===== config.mk =====
export PLATFORM = sky130hd
export DESIGN_NAME = l1d_refill_ctrl
export DESIGN_NICKNAME = d
export VERILOG_FILES = /design/src/rtl/l1d_refill_ctrl.sv
export SDC_FILE = /design/constraint.sdc
export NUM_CORES = 1
export LEC_CHECK = 0
export ABC_AREA = 1
export BUFFER_PORTS_ARGS = -buffer_cell sky130_fd_sc_hd__buf_2
export CORE_AREA = 4 4 187 189
export DETAILED_ROUTE_END_ITERATION = 10
export DIE_AREA = 0 0 191 193
export SYNTH_ARGS = -nofsm -noshare
export SYNTH_HDL_FRONTEND = slang
export SYNTH_SLANG_ARGS = --single-unit

===== constraint.sdc =====
create_clock -name clk -period 2 [get_ports clk]
set_input_delay 0.6 -clock clk [delete_from_list [all_inputs] [get_ports clk]]
set_output_delay 0.6 -clock clk [all_outputs]
set_load 0.1 [all_outputs]

===== src/rtl/l1d_refill_ctrl.sv =====
// l1d_refill_ctrl: L1 dcache miss handler; picks a fill way, writes back a dirty victim, refills and commits.
module l1d_refill_ctrl #(
  parameter int NUM_WAYS   = 4,
  parameter int ADDR_W     = 32,
  parameter int SETS       = 64,
  parameter int LINE_BYTES = 64,
  parameter int BUS_W      = 64,
  localparam int WAY_W  = $clog2(NUM_WAYS),
  localparam int SET_W  = $clog2(SETS),
  localparam int OFF_W  = $clog2(LINE_BYTES),
  localparam int TAG_W  = ADDR_W - SET_W - OFF_W,
  localparam int BEATS  = LINE_BYTES * 8 / BUS_W,
  localparam int BEAT_W = $clog2(BEATS)
) (
  input  logic                      clk,
  input  logic                      rst_n,
  input  logic                      miss_valid,
  output logic                      miss_ready,
  input  logic [ADDR_W-1:0]         miss_addr,
  input  logic [NUM_WAYS-1:0]       way_valid,
  input  logic [NUM_WAYS-1:0]       way_dirty,
  input  logic [NUM_WAYS*TAG_W-1:0] way_tags,
  input  logic [WAY_W-1:0]          plru_victim,
  output logic                      wb_valid,
  input  logic                      wb_ready,
  output logic [ADDR_W-1:0]         wb_addr,
  output logic [BUS_W-1:0]          wb_data,
  output logic                      wb_last,
  output logic                      mem_req_valid,
  input  logic                      mem_req_ready,
  output logic [ADDR_W-1:0]         mem_req_addr,
  input  logic                      mem_rsp_valid,
  input  logic [BUS_W-1:0]          mem_rsp_data,
  output logic                      dary_rd_en,
  input  logic [BUS_W-1:0]          dary_rd_data,
  output logic                      dary_wr_en,
  output logic [BUS_W-1:0]          dary_wr_data,
  output logic [WAY_W-1:0]          dary_way,
  output logic [SET_W-1:0]          dary_set,
  output logic [BEAT_W-1:0]         dary_beat,
  output logic                      tag_wr_en,
  output logic [TAG_W-1:0]          tag_wr_tag,
  output logic                      commit
);
  typedef enum logic [2:0] {IDLE, WB_RD, WB_DATA, RF_REQ, RF_DATA, COMMIT} state_t;
  state_t state, state_n;
  logic [BEAT_W-1:0] cnt;
  logic [WAY_W-1:0]  way_q, pick;
  logic [SET_W-1:0]  set_q;
  logic [TAG_W-1:0]  tag_q, vtag_q;
  logic [BUS_W-1:0]  data_q;
  logic              pick_dirty, last, accept, unused_ok;
  assign last      = cnt == BEAT_W'(BEATS - 1);
  assign accept    = state == IDLE && miss_valid;
  assign unused_ok = ^miss_addr[OFF_W-1:0];
  // Lowest-index invalid way wins; the PLRU victim is only used for a full set.
  always_comb begin
    pick = plru_victim;
    for (int i = NUM_WAYS - 1; i >= 0; i--)
      if (!way_valid[i]) pick = WAY_W'(i);
    pick_dirty = way_valid[pick] & way_dirty[pick];
  end
  always_comb begin
    state_n = state;
    case (state)
      IDLE:    if (miss_valid) state_n = pick_dirty ? WB_RD : RF_REQ;
      WB_RD:   state_n = WB_DATA;
      WB_DATA: if (wb_ready) state_n = last ? RF_REQ : WB_RD;
      RF_REQ:  if (mem_req_ready) state_n = RF_DATA;
      RF_DATA: if (mem_rsp_valid && last) state_n = COMMIT;
      COMMIT:  state_n = IDLE;
      default: state_n = IDLE;
    endcase
  end
  always_ff @(posedge clk or negedge rst_n)
    if (!rst_n) state <= IDLE;
    else state <= state_n;
  always_ff @(posedge clk or negedge rst_n) begin
    if (!rst_n) begin
      cnt    <= '0;
      way_q  <= '0;
      set_q  <= '0;
      tag_q  <= '0;
      vtag_q <= '0;
      data_q <= '0;
    end else begin
      if (accept) begin
        set_q  <= miss_addr[OFF_W +: SET_W];
        tag_q  <= miss_addr[ADDR_W-1 -: TAG_W];
        way_q  <= pick;
        vtag_q <= way_tags[pick*TAG_W +: TAG_W];
        cnt    <= '0;
      end
      if (state == WB_RD) data_q <= dary_rd_data;
      if (state == WB_DATA && wb_ready) cnt <= last ? '0 : cnt + 1'b1;
      if (state == RF_DATA && mem_rsp_valid) cnt <= cnt + 1'b1;
    end
  end
  assign miss_ready    = state == IDLE;
  assign wb_valid      = state == WB_DATA;
  assign wb_addr       = {vtag_q, set_q, {OFF_W{1'b0}}};
  assign wb_data       = data_q;
  assign wb_last       = wb_valid && last;
  assign mem_req_valid = state == RF_REQ;
  assign mem_req_addr  = {tag_q, set_q, {OFF_W{1'b0}}};
  assign dary_rd_en    = state == WB_RD;
  assign dary_wr_en    = state == RF_DATA && mem_rsp_valid;
  assign dary_wr_data  = mem_rsp_data;
  assign dary_way      = way_q;
  assign dary_set      = set_q;
  assign dary_beat     = cnt;
  assign tag_wr_en     = state == COMMIT;
  assign tag_wr_tag    = tag_q;
  assign commit        = state == COMMIT;
endmodule


* Yosys cells after proc, flatten, opt, wreduce, memory -nomap -nowiden
Cells that the tools add are included.
W data, S select, Z words.
** Storage, ports and cells
- Flip-flop bits (word level) :: 118
- Input bits :: 256
- Output and inout bits :: 231
- Logic and storage cells :: 49
** Cells by class
- Add/subtract/negate cells :: 1
- Multiply operators :: 1
- Order comparisons :: 1
- Eq/ne operators :: 10
- Shift-type cells :: 1
- Multiplexer cells :: 19
- Bitwise logic cells :: 1
- Reductions and logical operators :: 8
** Operator list (count)
- $shiftx A80 B8 Y20 :: 1
- $mux W3 :: 8
- $pmux W3 S5 :: 1
- $mux W2 :: 6
- $eq A3 B3 Y1 const B :: 3
- $eq A3 B2 Y1 const B :: 2
- $logic_and A1 B1 Y1 :: 5
- $mul A2 B3 Y5 const B :: 1
- $bmux W1 S2 :: 2
- $ne A2 B1 Y1 const B :: 2
- $ne A2 B2 Y1 const B :: 2
- $reduce_and A4 Y1 :: 1
- $add A3 B1 Y3 const B :: 1
- $eq A3 B1 Y1 const B :: 1
- $logic_not A3 Y1 :: 1
- $lt A2 B3 Y1 const B :: 1
- $reduce_bool A3 Y1 :: 1
- $mux W1 :: 2
- $and A1 B1 Y1 :: 1

* Depth between registers and ports, before layout
Gate-level depths: netlist (run 1).
- Depth in word-level cells :: 10
- Mapped depth :: 13
- Gate-level depth less buffers :: 13

* Least setup slack after synthesis (run 1)
OpenSTA, ideal clock, no wires.
- Path type :: reg-to-output
- Start :: register cnt[0], in the netlist dary_beat[0]
- End :: output wb_last
- Arrival time :: 4284 ps
- Data required time :: 1400 ps
- Path slack :: -2884 ps
- Stages on the path, launching flop included :: 5
- Buffers on the path :: 0
- Path through :: dfrtp_1 ha_1 ha_1 inv_1 nor4_1
** On the way
- Longest elaborated chain between the ends :: 2
** RTL lines
- start: declaration :: line 47 : logic [BEAT_W-1:0] cnt;
- start signal: assignment :: line 95 : if (state == WB_DATA && wb_ready) cnt <= last ? '0 : cnt + 1'b1;
- start signal: assignment :: line 96 : if (state == RF_DATA && mem_rsp_valid) cnt <= cnt + 1'b1;
- $eq A3 B3 Y1 :: line 53 : assign last = cnt == BEAT_W'(BEATS - 1);
- $logic_and A1 B1 Y1 :: line 103 : assign wb_last = wb_valid && last;
- end: declaration :: line 28 : output logic wb_last,
No other way between the ends.

* Final worst setup path (run 1)
- Start :: register cnt[1], in the netlist dary_beat[1]
- End :: output wb_last
Same word-level chain as after synthesis.

==> impl_summary.log, run 1 <==
INFO  metric fillers = 3,651
INFO  metric asyncSetResetFlopFracSynth = 100%
INFO  metric synth_edf_count = 0
INFO  metric io-pin-count = around 500
INFO  metric grt_pass1_vias = 5,546
INFO  metric sequence_of_cells_on_the_critical_path = ha_4 -> ha_4 -> inv_2 -> nor4_4 -> buf_12
INFO  metric critical_path.max_stage_delay = roughly 420 ps
INFO  metric synth.avg_cell_area = approximately 7.9 µm²
INFO  metric syn-cell-area = 0.00602 mm²
INFO  metric layout.cells.most_common_list = nand2_1, buf_2, dfrtp_1
INFO  metric timing_hold_violations_final = 0
INFO  metric cts_tree = built
INFO  metric drt_wl_total = between 20,000 and 25,000 µm
INFO  metric drive_gt1_share = 42.4%
INFO  metric drcViolationCount = 0
INFO  metric post-dp-hpwl = 16,300 µm
INFO  metric num_rows = 67
INFO  metric holdBufCountCts = 0
INFO  metric worst_path_max_delay_cell = dfrtp_4
INFO  metric core-area = 0.0333 mm²
INFO  metric nets = 1,275
INFO  metric worst_path_dominant_cell_family = flip-flops
INFO  metric clk_path_buf_depth = 2
INFO  metric maxCapViolCount = 0
INFO  metric arrival = 1600 ps
INFO  metric timing_worst_slew_pin_value = 550 ps
INFO  metric wire_length_of_the_first_global_routing_pass = 31,100 µm
INFO  metric post_layout_nonfiller_instances = roughly 1,500
INFO  metric grt_start_max_net_pins = 49
INFO  metric report.final.setup_viol = 8
INFO  metric post_synth_main_area_contributors = dfrtp_1, nand2_1, buf_4
INFO  metric synthFlopType = dfrtp_1
INFO  metric run_status = finished with violations
INFO  metric multi_input_area = 0.00214 mm²
INFO  metric post-route-period-util = 110%
INFO  metric drtIter0Drc = 225
INFO  metric period_needed = 2200 ps
INFO  metric route.antenna.remaining_nets = 0
INFO  metric synth_seq_area_share = 49.1%
INFO  metric drt_pass1_iterations = 4
INFO  metric maximum_frequency_from_static_timing_analysis = 454 MHz
INFO  metric h-tree-depth = 4
INFO  metric port_buffers = between 300 and 400
INFO  metric rsz0062_at_grt = yes
INFO  metric critical_path_most_common_cell = ha_4
INFO  metric yosys.area.top_type = dfrtp_1
INFO  metric sequential_cell_area = 0.00297 mm²
INFO  metric critical_path.endpoint_type = output port
INFO  metric chipHeight = 193 µm
INFO  metric critical_path.n_buffers_inverters = 2
INFO  metric violations_in_the_final_reports = negative setup slack
INFO  metric required = roughly 1400 ps
INFO  metric timing.final.max_slew_violations = 0
INFO  metric finalWeightedCongestion = 0.836
INFO  metric critical_path.startpoint_type = flop
INFO  metric routed_wire_length_per_instance = 14.4 µm
INFO  metric worst_skew_pair.late_latency = about 430 ps
INFO  metric fin_util = between 20% and 30%
INFO  metric starting_utilization_of_the_core_area = 18.1%
INFO  metric n_antenna_cell = 0
INFO  metric worst-setup-path-type = flop to output port
INFO  metric layout_setup_ws = -201 ps
INFO  metric yosys_warnings = 0
INFO  metric numPlacedInstances = about 1,400
INFO  metric grt_util_all_layers = 11.0%
INFO  metric netlist_instances = 758
INFO  metric synth_cell_type_count = 28
INFO  metric grt_antenna_before_repair = 0
INFO  metric ys_seq_elements = 118
INFO  metric cts_num_sinks = 118
INFO  metric worstHoldPathType = input port to async pin
INFO  metric cts.root.buffer_cell = clkbuf_16
INFO  metric max-slew-margin-rel = 63.6%
INFO  metric synth.top_cell.area_share = 49.1%
INFO  metric timing.clock.skew = approximately 9 ps
INFO  metric clkTransAtPathRegs = 60 ps
INFO  metric grt_overflow_total = 0
INFO  metric final_common_cell = nand2_1
INFO  metric cts-buffers-inserted = 17
INFO  metric die_area = 0.0369 mm²
INFO  metric num_vias = 5,682
INFO  metric areaGrowthSynthToFinish = 40.9%
INFO  metric worst-path-max-fanout = 3
INFO  metric die_x = 191 µm
INFO  metric detail_route.vias_per_cell = 3.84
## cells in the mapped netlist, types with 2 or more instances
library cell	instances
o221ai_1	2
nand3_1	4
dfrtp_1	118
or2_2	2
nand2_2	2
ha_1	2
inv_1	12
o22ai_1	8
o211ai_1	12
o21ai_1	20
nor2_1	50
nor3_2	3
buf_2	16
nand2_1	335
buf_4	111
nor2_2	2
o21ai_0	27
clkbuf_1	14
inv_2	9
## worst paths after layout
path | start | to | slack, ps | cells after the start
max in group asynchronous | rst_n | dary_beat[1]$_DFFE_PN0P_ | 1240 | 2
worst min-delay path | rst_n | wb_data[15]$_DFFE_PN0P_ | 120 | 1
worst max register to register | state[1]$_DFFE_PN0P_ | wb_data[26]$_DFFE_PN0P_ | 190 | 8
worst max-delay path | dary_beat[1]$_DFFE_PN0P_ | wb_last | -200 | 5
worst min register to register | wb_data[9]$_DFFE_PN0P_ | wb_data[9]$_DFFE_PN0P_ | 460 | 2
min in group clk | dary_rd_data[12] | wb_data[12]$_DFFE_PN0P_ | 360 | 3
## worst register-to-register path, cell delays in order, from the launching register on
cell and delay, ps:
dfrtp_2 470, buf_4 170, nor3_4 140, buf_12 140
buf_4 200, inv_2 180, buf_12 230, nand2_1 120
nand2_1 50
## cells by family (layout without fill, tap and decap cells)
kind of cell	after synthesis	in the layout	synth area share, %
flops	118	118	49.1
simple gates	403	403	26.1
compound gates	71	71	6.80
other cells	1	12	0.0623
fa+ha+maj	2	2	0.416
buf+inv	163	424	17.5
## sequential cells by signal (all words and copies together) (netlist names)
| name | flops |
|---|---|
| tag_wr_tag | 20 |
| dary_way | 2 |
| dary_set | 6 |
| state | 3 |
| dary_beat | 3 |
| vtag_q | 20 |
| wb_data | 64 |
## metal layers
layer	global-route usage, %	part of all wire [%]	up-vias
met1	13.2	42	2653
li1	-	-	2762
met3	4.36	8.1	39
met2	17.9	48	228
met4	4.14	1.7	0
met5	0	0	-
## what timing repair did
| action | in CTS | in global routing |
|---|---|---|
| setup buffers | 8 | 3 |
| endpoints found under the hold margin | 0 | 0 |
| resized for setup | 7 | 1 |
| setup endpoints to repair | 8 | 8 |
| pin swaps | 5 | 1 |
## area by class of cell
class / count / share of cell area (%)
inverter: 21 / 0.959
clock buffer: 17 / 5.01
timing repair buffer: 371 / 25.3
clock inverter: 15 / 2.01
tap: 448 / 6.61
sequential: 118 / 35.0
multi-input combinational: 488 / 25.2
## stage by stage
step | TNS, ps | cell area (µm²) | hold slack (ps) | setup slack (ps)
after global placement | 0 | 7790 | 449 | 99.5
after global routing | -1680 | 8480 | 119 | -293
after CTS | -1380 | 8460 | 96.5 | -235
after floorplan | -1280 | 6160 | 304 | -621
final | -921 | 8480 | 117 | -201
after detailed placement | 0 | 7790 | 453 | 57.9
Power of run 1 is not shown: default switching activity piles up to over one toggle a cycle in this logic, so the estimate is an artifact.
==> run 2: changes to the inputs <==
ABC_AREA = unset   (was 1)
CORE_AREA = 4 4 188 190   (was 4 4 187 189)
DIE_AREA = 0 0 192 194   (was 0 0 191 193)
==> run 2 against run 1 <==
Compared with the run above:
- the flow still finishes with violations (negative setup slack)
- fmax up 3.4%
- critical path depth down 1
- count of clock-buffer cells in the layout grew 4
- flip-flop and latch count unchanged
- design area grew 2.1%
- clock skew barely moved
- via count is 8.8% lower
- die area up 1.0%
- cell count shrank 11%
- global-route usage is 0.22 points lower
- utilization up 0.41 points
- critical path type unchanged
- highest routed layer is now met5
==> impl_summary.log, run 2 <==
INFO  metric violations_in_the_final_reports = negative setup slack
INFO  metric cts.root.buffer_cell = clkbuf_16
INFO  metric yosys.area.top_type = dfrtp_1
INFO  metric worst_skew_pair.late_latency = 420 ps
INFO  metric run_status = finished with violations
INFO  metric post-route-period-util = 106%
INFO  metric cts_tree = built
INFO  metric ys_seq_elements = 118
INFO  metric grt_util_all_layers = 10.8%
INFO  metric grt_overflow_total = 0
INFO  metric synth.top_cell.area_share = around half
INFO  metric r2r-start = state[2]$_DFFE_PN0P_
INFO  metric reg2reg_slack = approximately 60 ps
INFO  metric worst_path_max_delay_cell = dfrtp_1
INFO  metric clk_path_buf_depth = 2
INFO  metric grt_start_max_net_pins = 57
INFO  metric starting_utilization_of_the_core_area = 18.2%
INFO  metric layout.cells.most_common_list = buf_2, dfrtp_1, nand2_1
INFO  metric post-dp-hpwl = ~17,000 µm
INFO  metric maxCapViolCount = 0
INFO  metric worstHoldPathType = input port to async pin
INFO  metric numPlacedInstances = 1,268
INFO  metric arrival = 1530 ps
INFO  metric rsz0062_at_grt = yes
INFO  metric syn-cell-area = 0.00609 mm²
INFO  metric nets = 1,110
INFO  metric timing.final.max_slew_violations = 0
INFO  metric synthFlopType = dfrtp_1
INFO  metric dpl-instance-area = around 0.0079 mm²
INFO  metric routed_wire_length_per_instance = 16.1 µm
INFO  metric core-area = between 0.03 and 0.04 mm²
INFO  metric sequence_of_cells_on_the_critical_path = buf_6 -> nand2b_4 -> nor3_4 -> buf_12
INFO  metric num_rows = 67
INFO  metric n_antenna_cell = 0
INFO  metric io-pin-count = 487
INFO  metric h-tree-depth = 4
INFO  metric wire_length_of_the_first_global_routing_pass = 30,000 µm
INFO  metric synth_edf_count = 0
INFO  metric timing_hold_violations_final = 0
INFO  metric max_reg_flops = 64
INFO  metric grt_pass1_vias = ~5,200
INFO  metric crit_path_start = state[0]$_DFFE_PN0P_
INFO  metric grt_antenna_before_repair = 2
INFO  metric fin_util = about a quarter
INFO  metric post_layout_nonfiller_instances = 1,311
INFO  metric asyncSetResetFlopFracSynth = 100%
INFO  metric die_area = 0.0372 mm²
INFO  metric drt_pass1_iterations = 4
INFO  metric max-slew-margin-rel = 60.7%
INFO  metric port_buffers = 340
INFO  metric timing.clock.skew = 9.12 ps
INFO  metric drtIter0Drc = 76
INFO  metric required = 1400 ps
INFO  metric netlist_instances = 584
INFO  metric chipHeight = between 150 and 200 µm
INFO  metric rr_endpoint = wb_data[21]$_DFFE_PN0P_
INFO  metric synthTopCellsByCount = dfrtp_1, buf_4, nand2_1
INFO  metric critical_path.startpoint_type = flop
INFO  metric period_needed = about 2100 ps
INFO  metric clkTransAtPathRegs = around 60 ps
INFO  metric crit_end = wb_last
INFO  metric reg2reg_depth = 7
INFO  metric post_synth_main_area_contributors = dfrtp_1, buf_4, mux2_2
INFO  metric critical_path.max_stage_delay = 400 ps
INFO  metric cts_num_sinks = ~120
INFO  metric num_vias = roughly 5,200
INFO  metric yosysMostFrequentCell = dfrtp_1
INFO  metric timing_worst_slew_pin_value = 593 ps
INFO  metric fin_area = 0.00867 mm²
INFO  metric drcViolationCount = 0
INFO  metric route.antenna.remaining_nets = 0
INFO  metric synth.avg_cell_area = roughly 10 µm²
INFO  metric yosys_warnings = 0
INFO  metric drt_wl_total = 21,200 µm
INFO  metric detail_route.vias_per_cell = 3.95
INFO  metric holdBufCountCts = 0
INFO  metric synth_seq_area_share = around 48%
INFO  metric report.final.setup_viol = 6
INFO  metric worst-setup-path-type = flop to output port
INFO  metric worst-path-max-fanout = 5
INFO  metric critical_path.endpoint_type = output port
INFO  metric drive_gt1_share = between 50% and 60%
INFO  metric cts-buffers-inserted = 17
INFO  metric layout_setup_ws = -129 ps
INFO  metric maximum_frequency_from_static_timing_analysis = 470 MHz
INFO  metric finalWeightedCongestion = approximately 0.7
INFO  metric areaGrowthSynthToFinish = 42.3%
INFO  metric synth_cell_type_count = 34
INFO  metric final_common_cell = buf_2
INFO  metric die_x = approximately 190 µm
==> run 2: cell count changes after synthesis, moves of 7 or more <==
cell and delta:
o21ai_1 -20, and2_1 +20, a221oi_2 +11, nor2_1 -26
nand2_1 -230, inv_2 -9, a211oi_1 +21, a221oi_1 +9
a21oi_1 +23, buf_2 -8, mux2_2 +64, o22ai_1 -7
o21ai_0 -19, o211ai_1 -12
==> run 2: cell families (layout without fill, tap and decap cells) <==
group | after synthesis | after routing | synth area share, %
compound gates | 77 | 77 | 9.92
mux | 65 | 65 | 12.0
other cells | 1 | 12 | 0.0616
buf+inv | 148 | 416 | 16.5
simple gates | 173 | 173 | 12.6
flops | 118 | 118 | 48.5
fa+ha+maj | 2 | 2 | 0.411
==> run 2: worst min path at each step <==
stage / from / slack, ps / endpoint
CTS: rst_n / 180 / wb_data[38]$_DFFE_PN0P_
global placement: tag_wr_tag[15]$_DFFE_PN0P_ / 480 / tag_wr_tag[15]$_DFFE_PN0P_
floorplan: rst_n / 300 / dary_beat[2]$_DFFE_PN0P_
global route: rst_n / 200 / wb_data[35]$_DFFE_PN0P_
finish: rst_n / 180 / wb_data[43]$_DFFE_PN0P_
detailed placement: dary_way[1]$_DFFE_PN0P_ / 460 / dary_way[1]$_DFFE_PN0P_
==> run 2: layer usage <==
layer / global-route usage (%) / vias to the layer above / part of all wire (%)
met5: 0 / - / 0.033
met4: 5.68 / 2 / 3.2
met3: 3.89 / 63 / 9.8
met2: 19.2 / 292 / 50
met1: 11.0 / 2429 / 37
li1: - / 2397 / -
==> run 2: critical path: cells and delay by family (launching register included) <==
| kind | cells | cell delay (ps) |
|---|---|---|
| flip-flops | 1 | 400 |
| AND/OR/NAND/NOR | 2 | 370 |
| buffers and inverters | 2 | 340 |
==> run 2: timing repair <==
| action | CTS | global route |
|---|---|---|
| cloned | 0 | 0 |
| pin swaps | 5 | 3 |
| endpoints found under the setup margin | 8 | 17 |
| gates resized for setup | 14 | 9 |
| hold endpoints to repair | 0 | 0 |
| setup buffers | 10 | 3 |
==> run 2: per-stage QoR <==
stage / setup slack (ps) / setup TNS [ps] / hold WS, ps
after floorplan: -384 / -410 / 304
after global placement: 78.3 / 0 / 477
after detailed placement: 74.1 / 0 / 461
after CTS: -217 / -951 / 185
after global routing: -200 / -1120 / 201
final: -129 / -555 / 183
==> run 2: final cells by class <==
type                            count  area (µm²)
Clock inverter                      9        80.1
Fill cell                        3624       24800
Inverter                            6        30.0
Multi-Input combinational cell    329        2320
Tap cell                          448         561
Clock buffer                       21         460
Timing Repair Buffer              380        2250
Sequential cell                   118        2960
Power of run 2 is left out for the same reason.
